`src/rtl/uart_cmd_wrapper_if.sv`:
```
// rtl/uart_cmd_wrapper_if.sv - command/response handshake bundle of the UART command endpoint
interface uart_cmd_wrapper_if;
  logic [15:0] cmd;
  logic        cmd_rdy;
  logic        clr_cmd_rdy;
  logic [7:0]  resp;
  logic        send_resp;
  logic        resp_sent;
  logic        tx_busy;
  logic        frame_err;

  modport slave (
    output cmd, cmd_rdy, resp_sent, tx_busy, frame_err,
    input  clr_cmd_rdy, resp, send_resp
  );

  modport master (
    input  cmd, cmd_rdy, resp_sent, tx_busy, frame_err,
    output clr_cmd_rdy, resp, send_resp
  );
endinterface

```
`src/rtl/uart_cmd_wrapper.sv`:
```
// rtl/uart_cmd_wrapper.sv - UART 8N1 endpoint: byte pairs in as 16-bit commands, 8-bit responses out
// Optional CMD_TIMEOUT_EN: drop a lone high byte after TIMEOUT_CYC idle clocks.
module uart_cmd_wrapper #(
  parameter int BAUD_DIV = 108
`ifdef CMD_TIMEOUT_EN
  , parameter int TIMEOUT_CYC = 20000
`endif
) (
  input  logic                 clk,
  input  logic                 rst,
  input  logic                 RX,
  output logic                 TX,
  uart_cmd_wrapper_if.slave    bus
);

  localparam int CW = $clog2(BAUD_DIV + 1);
  localparam logic [CW-1:0] FULL = CW'(BAUD_DIV - 1);
  localparam logic [CW-1:0] HALF = CW'(BAUD_DIV / 2 - 1);

  typedef enum logic [1:0] {RX_IDLE, RX_START, RX_DATA, RX_STOP} rx_state_t;
  typedef enum logic {TX_IDLE, TX_BUSY} tx_state_t;

  rx_state_t   rx_state, rx_state_n;
  logic [CW-1:0] rx_cnt, rx_cnt_n;
  logic [2:0]  rx_idx, rx_idx_n;
  logic [7:0]  rx_shift, rx_shift_n;
  logic        rx_s1, rx_s2, rx_prev;
  logic        rx_fall, byte_ok, bad_stop, start_ok, timeout;

  logic        asm_low;
  logic [7:0]  cmd_hi;
  logic [15:0] cmd_q;
  logic        cmd_rdy_q, frame_err_q;

  tx_state_t   tx_state, tx_state_n;
  logic [CW-1:0] tx_cnt, tx_cnt_n;
  logic [3:0]  tx_idx, tx_idx_n;
  logic [9:0]  tx_shift, tx_shift_n;
  logic        tx_done, resp_sent_q;

  assign rx_fall = rx_prev & ~rx_s2;

  always_comb begin
    rx_state_n = rx_state;
    rx_cnt_n   = rx_cnt;
    rx_idx_n   = rx_idx;
    rx_shift_n = rx_shift;
    byte_ok    = 1'b0;
    bad_stop   = 1'b0;
    start_ok   = 1'b0;
    case (rx_state)
      RX_IDLE: begin
        if (rx_fall) begin
          rx_state_n = RX_START;
          rx_cnt_n   = HALF;
        end
      end
      RX_START: begin
        if (rx_cnt == '0) begin
          if (!rx_s2) begin
            rx_state_n = RX_DATA;
            rx_cnt_n   = FULL;
            rx_idx_n   = 3'd0;
            start_ok   = 1'b1;
          end else begin
            rx_state_n = RX_IDLE;
          end
        end else begin
          rx_cnt_n = rx_cnt - CW'(1);
        end
      end
      RX_DATA: begin
        if (rx_cnt == '0) begin
          rx_shift_n = {rx_s2, rx_shift[7:1]};
          rx_cnt_n   = FULL;
          if (rx_idx == 3'd7) rx_state_n = RX_STOP;
          else                rx_idx_n   = rx_idx + 3'd1;
        end else begin
          rx_cnt_n = rx_cnt - CW'(1);
        end
      end
      RX_STOP: begin
        if (rx_cnt == '0) begin
          rx_state_n = RX_IDLE;
          byte_ok    = rx_s2;
          bad_stop   = ~rx_s2;
        end else begin
          rx_cnt_n = rx_cnt - CW'(1);
        end
      end
      default: rx_state_n = RX_IDLE;
    endcase
  end

  always_ff @(posedge clk or posedge rst) begin
    if (rst) begin
      rx_s1       <= 1'b1;
      rx_s2       <= 1'b1;
      rx_prev     <= 1'b1;
      rx_state    <= RX_IDLE;
      rx_cnt      <= '0;
      rx_idx      <= 3'd0;
      rx_shift    <= 8'h00;
      asm_low     <= 1'b0;
      cmd_hi      <= 8'h00;
      cmd_q       <= 16'h0000;
      cmd_rdy_q   <= 1'b0;
      frame_err_q <= 1'b0;
    end else begin
      rx_s1       <= RX;
      rx_s2       <= rx_s1;
      rx_prev     <= rx_s2;
      rx_state    <= rx_state_n;
      rx_cnt      <= rx_cnt_n;
      rx_idx      <= rx_idx_n;
      rx_shift    <= rx_shift_n;
      frame_err_q <= bad_stop;
      if (bad_stop || timeout) begin
        asm_low <= 1'b0;
      end else if (byte_ok) begin
        if (!asm_low) begin
          cmd_hi  <= rx_shift;
          asm_low <= 1'b1;
        end else begin
          cmd_q   <= {cmd_hi, rx_shift};
          asm_low <= 1'b0;
        end
      end
      // completion beats a simultaneous clear
      if (byte_ok && asm_low)
        cmd_rdy_q <= 1'b1;
      else if (bus.clr_cmd_rdy || (start_ok && !asm_low))
        cmd_rdy_q <= 1'b0;
    end
  end

`ifdef CMD_TIMEOUT_EN
  localparam int TW = $clog2(TIMEOUT_CYC + 1);
  logic [TW-1:0] to_cnt;

  assign timeout = asm_low && (rx_state == RX_IDLE) && !rx_fall &&
                   (to_cnt == TW'(TIMEOUT_CYC - 1));

  always_ff @(posedge clk or posedge rst) begin
    if (rst)
      to_cnt <= '0;
    else if (!asm_low || rx_state != RX_IDLE || timeout)
      to_cnt <= '0;
    else
      to_cnt <= to_cnt + TW'(1);
  end
`else
  assign timeout = 1'b0;
`endif

  always_comb begin
    tx_state_n = tx_state;
    tx_cnt_n   = tx_cnt;
    tx_idx_n   = tx_idx;
    tx_shift_n = tx_shift;
    tx_done    = 1'b0;
    case (tx_state)
      TX_IDLE: begin
        if (bus.send_resp) begin
          tx_state_n = TX_BUSY;
          tx_shift_n = {1'b1, bus.resp, 1'b0};
          tx_cnt_n   = FULL;
          tx_idx_n   = 4'd0;
        end
      end
      TX_BUSY: begin
        if (tx_cnt == '0) begin
          if (tx_idx == 4'd9) begin
            tx_state_n = TX_IDLE;
            tx_shift_n = '1;
            tx_done    = 1'b1;
          end else begin
            tx_shift_n = {1'b1, tx_shift[9:1]};
            tx_idx_n   = tx_idx + 4'd1;
            tx_cnt_n   = FULL;
          end
        end else begin
          tx_cnt_n = tx_cnt - CW'(1);
        end
      end
      default: tx_state_n = TX_IDLE;
    endcase
  end

  always_ff @(posedge clk or posedge rst) begin
    if (rst) begin
      tx_state    <= TX_IDLE;
      tx_cnt      <= '0;
      tx_idx      <= 4'd0;
      tx_shift    <= '1;
      resp_sent_q <= 1'b0;
    end else begin
      tx_state    <= tx_state_n;
      tx_cnt      <= tx_cnt_n;
      tx_idx      <= tx_idx_n;
      tx_shift    <= tx_shift_n;
      resp_sent_q <= tx_done;
    end
  end

  // shifter idles all-ones, so bit 0 is the line level
  assign TX            = tx_shift[0];
  assign bus.tx_busy   = (tx_state == TX_BUSY);
  assign bus.resp_sent = resp_sent_q;
  assign bus.cmd       = cmd_q;
  assign bus.cmd_rdy   = cmd_rdy_q;
  assign bus.frame_err = frame_err_q;

endmodule

```
`src/flat_wrapper.sv`:
```
// flat-port wrapper written by rule: the top's interface ports become plain ports
module uart_cmd_wrapper_flat 
#(
  parameter int BAUD_DIV = 108

)
  (clk, rst, RX, TX, bus_cmd, bus_cmd_rdy, bus_resp_sent, bus_tx_busy, bus_frame_err, bus_clr_cmd_rdy, bus_resp, bus_send_resp);
  uart_cmd_wrapper_if bus_i ();
  input  logic clk;
  input  logic rst;
  input  logic RX;
  output logic TX;
  output wire logic [$bits(bus_i.cmd)-1:0] bus_cmd;
  output wire logic [$bits(bus_i.cmd_rdy)-1:0] bus_cmd_rdy;
  output wire logic [$bits(bus_i.resp_sent)-1:0] bus_resp_sent;
  output wire logic [$bits(bus_i.tx_busy)-1:0] bus_tx_busy;
  output wire logic [$bits(bus_i.frame_err)-1:0] bus_frame_err;
  input wire logic [$bits(bus_i.clr_cmd_rdy)-1:0] bus_clr_cmd_rdy;
  input wire logic [$bits(bus_i.resp)-1:0] bus_resp;
  input wire logic [$bits(bus_i.send_resp)-1:0] bus_send_resp;
  assign bus_cmd = bus_i.cmd;
  assign bus_cmd_rdy = bus_i.cmd_rdy;
  assign bus_resp_sent = bus_i.resp_sent;
  assign bus_tx_busy = bus_i.tx_busy;
  assign bus_frame_err = bus_i.frame_err;
  assign bus_i.clr_cmd_rdy = bus_clr_cmd_rdy;
  assign bus_i.resp = bus_resp;
  assign bus_i.send_resp = bus_send_resp;
  uart_cmd_wrapper #(.BAUD_DIV(BAUD_DIV)) u_core (.clk(clk), .rst(rst), .RX(RX), .TX(TX), .bus(bus_i));
endmodule
```
`config.mk`:
```
export PLATFORM = sky130hd
export DESIGN_NAME = uart_cmd_wrapper_flat
export DESIGN_NICKNAME = d
export VERILOG_FILES = /design/src/rtl/uart_cmd_wrapper_if.sv /design/src/rtl/uart_cmd_wrapper.sv /design/src/flat_wrapper.sv
export SDC_FILE = /design/constraint.sdc
export NUM_CORES = 1
export LEC_CHECK = 0
export ABC_CLOCK_PERIOD_IN_PS = 6200
export CORE_ASPECT_RATIO = 1.2
export CORE_MARGIN = 4
export CORE_UTILIZATION = 55
export DETAILED_ROUTE_END_ITERATION = 7
export PLACE_DENSITY = 0.86
export SLEW_MARGIN = 20
export SYNTH_ARGS = -nofsm -noshare
export SYNTH_HDL_FRONTEND = slang
export SYNTH_SLANG_ARGS = --single-unit
```
`constraint.sdc`:
```
create_clock -name clk -period 6.2 [get_ports clk]
set_input_delay 1.24 -clock clk [delete_from_list [all_inputs] [get_ports clk]]
set_output_delay 1.24 -clock clk [all_outputs]
set_load 0.01 [all_outputs]
```
# Word-level counts from Yosys, hierarchy flattened
# Cells that the tools add are included.
# totals
register_bits,73
latch_bits,0
mem_bits_rw,0
romBits,0
inputBits,13
out_inout_bits,21
mem_count,0
# classes
addsub,4
n_mul,0
n_div,0
magnitude_cmp,0
n_eq_ne,18
n_shift,0
n_mux,49
bitwise_logic,5
reduce_logical,19
# op_table
cell,n
$mux 7,8
$pmux 7 s4,1
$mux 10,2
$pmux 10 s2,1
$mux 1,18
$logic_not 7->1,2
$pmux 7 s2,1
$sub 7x1->7 const B,2
$mux 2,6
$mux 3,4
$mux 4,3
$ne 2x2->1 const B,6
$reduce_and 3->1,4
$ne 2x1->1 const B,5
$reduce_and 5->1,2
$mux 9,1
$pmux 2 s4,1
$pmux 4 s2,1
$ne 3x3->1 const B,2
$pmux 3 s2,1
$reduce_and 2->1,3
$reduce_bool 2->1,3
$add 4x1->4 const B,1
$eq 2x2->1 const B,2
other kinds (11),15

# Logic depth before layout (Yosys ltp)
# depth
word_depth,7
ltp_mapped,7

# Least setup slack after synthesis
# No wires, ideal clock.
# synth_path
path_kind,input to register
startpoint,input bus_send_resp
endpoint,register u_core.tx_cnt[4]
t_arrival_ps,2094
setup_slack_ps,4026
cell_stages,4
n_path_buf,0
cell_sequence,nor2_1 -> a31o_2 -> or4_1 -> a21oi_1
# synth_via
elab_chain_cells,2
# synth_lines
element,line_no,source
"start, declared",flat_wrapper.sv:20,input wire logic [$bits(bus_i.send_resp)-1:0] bus_send_resp;
$ne 2x2->1 (no source line),--,
$reduce_and 2->1 (no source line),--,
"end signal, assigned",uart_cmd_wrapper.sv:199,tx_cnt <= tx_cnt_n;
"end, declared",uart_cmd_wrapper.sv:36,"logic [CW-1:0] tx_cnt, tx_cnt_n;"
# No other way between the ends.
# A chain may end at the register's enable or synchronous reset.

# Final worst setup path
# layout_path
startpoint,"register u_core.tx_state, in the netlist u_core.bus.tx_busy"
endpoint,output bus_tx_busy
# layout_rtl
element,line_no,source
"start, declared",uart_cmd_wrapper.sv:35,"tx_state_t tx_state, tx_state_n;"
"start signal, assigned",uart_cmd_wrapper.sv:198,tx_state <= tx_state_n;
"end, declared",flat_wrapper.sv:16,output wire logic [$bits(bus_i.tx_busy)-1:0] bus_tx_busy;
# No word-level cell between the ends.

==> flow_metrics.tcl <==
set metrics [dict create \
    synthAdderAreaFrac_pct 4.30 \
    clock_path_buffers 2 \
    avgSynthCellArea_sq_um 11.9 \
    die_w_um 80.7 \
    nets 355 \
    ys_seq_area_share_pct 52.0 \
    rows 31 \
    grt_max_degree 73 \
    crit_chain "clkdlybuf4s50_1" \
    antenna_cells 0 \
    fin_util_pct 67.7 \
    r2r_slack_ns 3.84 \
    met1_usage_pct 25.8 \
    pwr-share-seq_pct 41.9 \
    die_area_sq_um 7690 \
    crit_start "u_core.bus.tx_busy" \
    drv_cap 0 \
    ir_drop_uv 211 \
    min_path_type "reg2reg" \
    syn-instance-count 294 \
    seq_area_sq_um 1820 \
    drc_errors 0 \
    cts-root-buf "clkbuf_8" \
    synth_compound_area_share_pct 12.1 \
    worst_pin_slew_ns 0.865 \
    ys.flop_type "dfrtp_1" \
    synth_edf_count 0 \
    clk_latency_ns 0.35 \
    ys_ff_latch 72 \
    endpoint_kind "output pin" \
    io_buffers 33 \
    crit_path_top_delay_cell "dfrtp_1" \
    worst_ep_required_time_ns 4.96 \
    cts_hold_buf 0 \
    finalSetupTns_ns 0 \
    first_global_vias 2493 \
    synthXorXnorAreaFrac_pct 0 \
    fillCellCount 444 \
    combPwrFrac_pct 30.5 \
    gr-usage-all-layers_pct 20.9 \
    grt_remaining_overflow 0 \
    final_cell_mix "dfrtp_1, clkdlybuf4s50_1, mux2_2" \
    ant_nets 0 \
    cts_sinks 72 \
    antenna_found_initial 0 \
    leakagePower_nw 1.93 \
    dr.pass1.iters 5 \
    worst-path-max-fanout 23 \
    r2r_start "u_core.rx_cnt[0]" \
    period_share_pct 50.6 \
    synth_top_family_by_area "simple AND/OR/NAND/NOR gates" \
    ioPinCount 34 \
    drt_iter0_drc 254 \
    drv_slew 0 \
    final_common_cell "dfrtp_1" \
    finalClockSkew_ns 0.00972 \
    power_frac_clock_pct 27.6 \
    path_class "reg2out" \
    wl_mm 7.30 \
    path_buf_inv 1 \
    syn_area_sq_um 3490 \
    max_freq_mhz 319 \
    switching_share_pct 34.7 \
    cp_top_family "flip-flops" \
    dr_total_vias 2436 \
    top_usage_layer "met2" \
    routed_via_density 5.84 \
    avgRoutedWirePerCell_um 17.5 \
    dp_hpwl_mm 4.61 \
    cts_inserted_buffers 9 \
    synthMuxAreaShare_pct 14.0 \
    setup_viol 0 \
    critPathArrivalTime_ns 1.90 \
    tritoncts "built" \
    startpoint_type "register" \
    synth_fp_nets 319 \
    fp.coreArea_sq_um 6090 \
    synth_cell_types 56 \
    power_density_nw_per_um2 398 \
    slowest_delay_ns 0.87 \
    p_sw_mw 0.570 \
    async_flop_share_pct 100 \
    syn_to_final_growth_pct 18.1 \
    min_from "u_core.rx_s1" \
    post_cts_resize_count 0 \
    relSlewSlack_pct 42.3 \
    yosysWarnings 0 \
    grt_use_met2_pct 34.9 \
    multiInputGateArea_sq_um 1570 \
    rsz0062_at_grt "false" \
    internal_power_mw 1.07 \
    synth-simple-area-share_pct 14.6 \
    start_util_pct 57.3 \
    grt_first_pass_wirelength_mm 12.2 \
    gp_congestion 0.857 \
    met3_usage_pct 6.14 \
    htree_levels 3 \
    chipHeight_um 95.3 \
    cts.clk_slew.worst_paths_ns 0.08 \
    outcome "finished clean" \
    min_period_ns 3.14 \
    post_cts.repair.setup_buffers 0 \
    drive_gt1_share_pct 21.2 \
    timing_hold_violations_final 0 \
]
-- flip-flops by register name, summed over array words and instances (netlist names), named ones only --
register              count
u_core.asm_low            1
u_core.bus.cmd           16
u_core.bus.cmd_rdy        1
u_core.bus.frame_err      1
u_core.bus.resp_sent      1
u_core.bus.tx_busy        1
u_core.cmd_hi             8
u_core.rx_cnt             7
u_core.rx_idx             3
u_core.rx_prev            1
u_core.rx_s1              1
u_core.rx_s2              1
u_core.rx_shift           8
u_core.rx_state           1
u_core.tx_cnt             7
u_core.tx_idx             4
u_core.tx_shift           9
-- stage by stage --
| stage | instance area (sq um) | power (mW) | worst slack [ns] | hold WS [ns] | instances |
|---|---|---|---|---|---|
| after CTS | 4120 | 1.64 | 3.07 | 0.365 | 417 |
| after global placement | 3880 | 1.15 | 3.37 | 0.346 | 401 |
| after detailed placement | 3880 | 1.18 | 3.33 | 0.353 | 401 |
| final | 4120 | 1.64 | 3.06 | 0.365 | 417 |
| after global routing | 4120 | 1.74 | 2.98 | 0.370 | 417 |
| after floorplan | 3490 | 1.06 | 3.15 | 0.345 | 294 |
-- layout make-up --
class | count | area share [%]
clock buffer | 9 | 3.00
clock inverter | 7 | 2.91
inverter | 14 | 1.27
multi-input combinational | 199 | 38.1
sequential | 72 | 44.1
tap | 82 | 2.49
timing repair buffer | 34 | 8.19
-- cell usage after synthesis (3+ instances only) --
library cell | instances | share of area (%)
nand2_1 | 20 | 2.2
o311ai_0 | 3 | 0.75
nand2b_1 | 6 | 1.1
inv_1 | 14 | 1.5
mux2_4 | 10 | 4.3
nor2_1 | 14 | 1.5
nor2b_1 | 4 | 0.72
o31ai_1 | 6 | 1.3
dfstp_2 | 12 | 9.0
mux2i_1 | 9 | 2.6
dfrtp_1 | 60 | 43
a21oi_1 | 9 | 1.3
nor3_1 | 7 | 1.0
a31oi_1 | 5 | 0.90
clkbuf_1 | 4 | 0.43
a2bb2oi_1 | 9 | 2.3
nand3_1 | 10 | 1.4
ha_1 | 12 | 4.3
a21boi_0 | 3 | 0.65
o21ai_0 | 11 | 1.6
mux2_2 | 22 | 7.1
-- kinds of logic (layout without fill, tap and decap cells) --
| logic type | after synthesis | after routing |
|---|---|---|
| multiplexers | 41 | 41 |
| buffers and inverters | 23 | 64 |
| AND/OR/NAND/NOR | 86 | 86 |
| AO/OA/AOI/OAI | 60 | 60 |
| flip-flops | 72 | 72 |
| adder cells (fa/ha/maj) | 12 | 12 |
-- worst paths after layout --
check | depth (start not counted) | endpoint
min in group asynchronous | 3 | u_core.tx_cnt[4]
setup reg to reg | 6 | u_core.cmd_hi[7]
max in group asynchronous | 3 | u_core.bus.cmd[1]
hold / removal | 0 | u_core.rx_s2
setup / recovery | 1 | bus_tx_busy
hold reg to reg | 0 | u_core.rx_s2
-- layer usage --
layer	vias up	wire length, um
li1	1146	-
met1	1226	3160
met2	52	3770
met3	12	226
met4	0	140
met5	-	0
-- worst reg2reg max path: stages, from the launching register on --
cell	delay, ns
dfrtp_1	0.42
inv_1	0.10
ha_1	0.18
nor4b_4	0.42
nand3_2	0.15
or3b_1	0.60
mux2_4	0.38
-- power by group through the flow --
stage          Sequential (mW)  Combinational, mW  Clock, mW
6_report                 0.686              0.500      0.453
5_1_grt                  0.699              0.559      0.483
4_1_cts                  0.685              0.497      0.457
3_5_place_dp             0.691              0.488          0
3_3_place_gp             0.685              0.468          0
2_1_floorplan            0.665              0.393          0
Note: power is estimated with default switching activity, not from simulation.
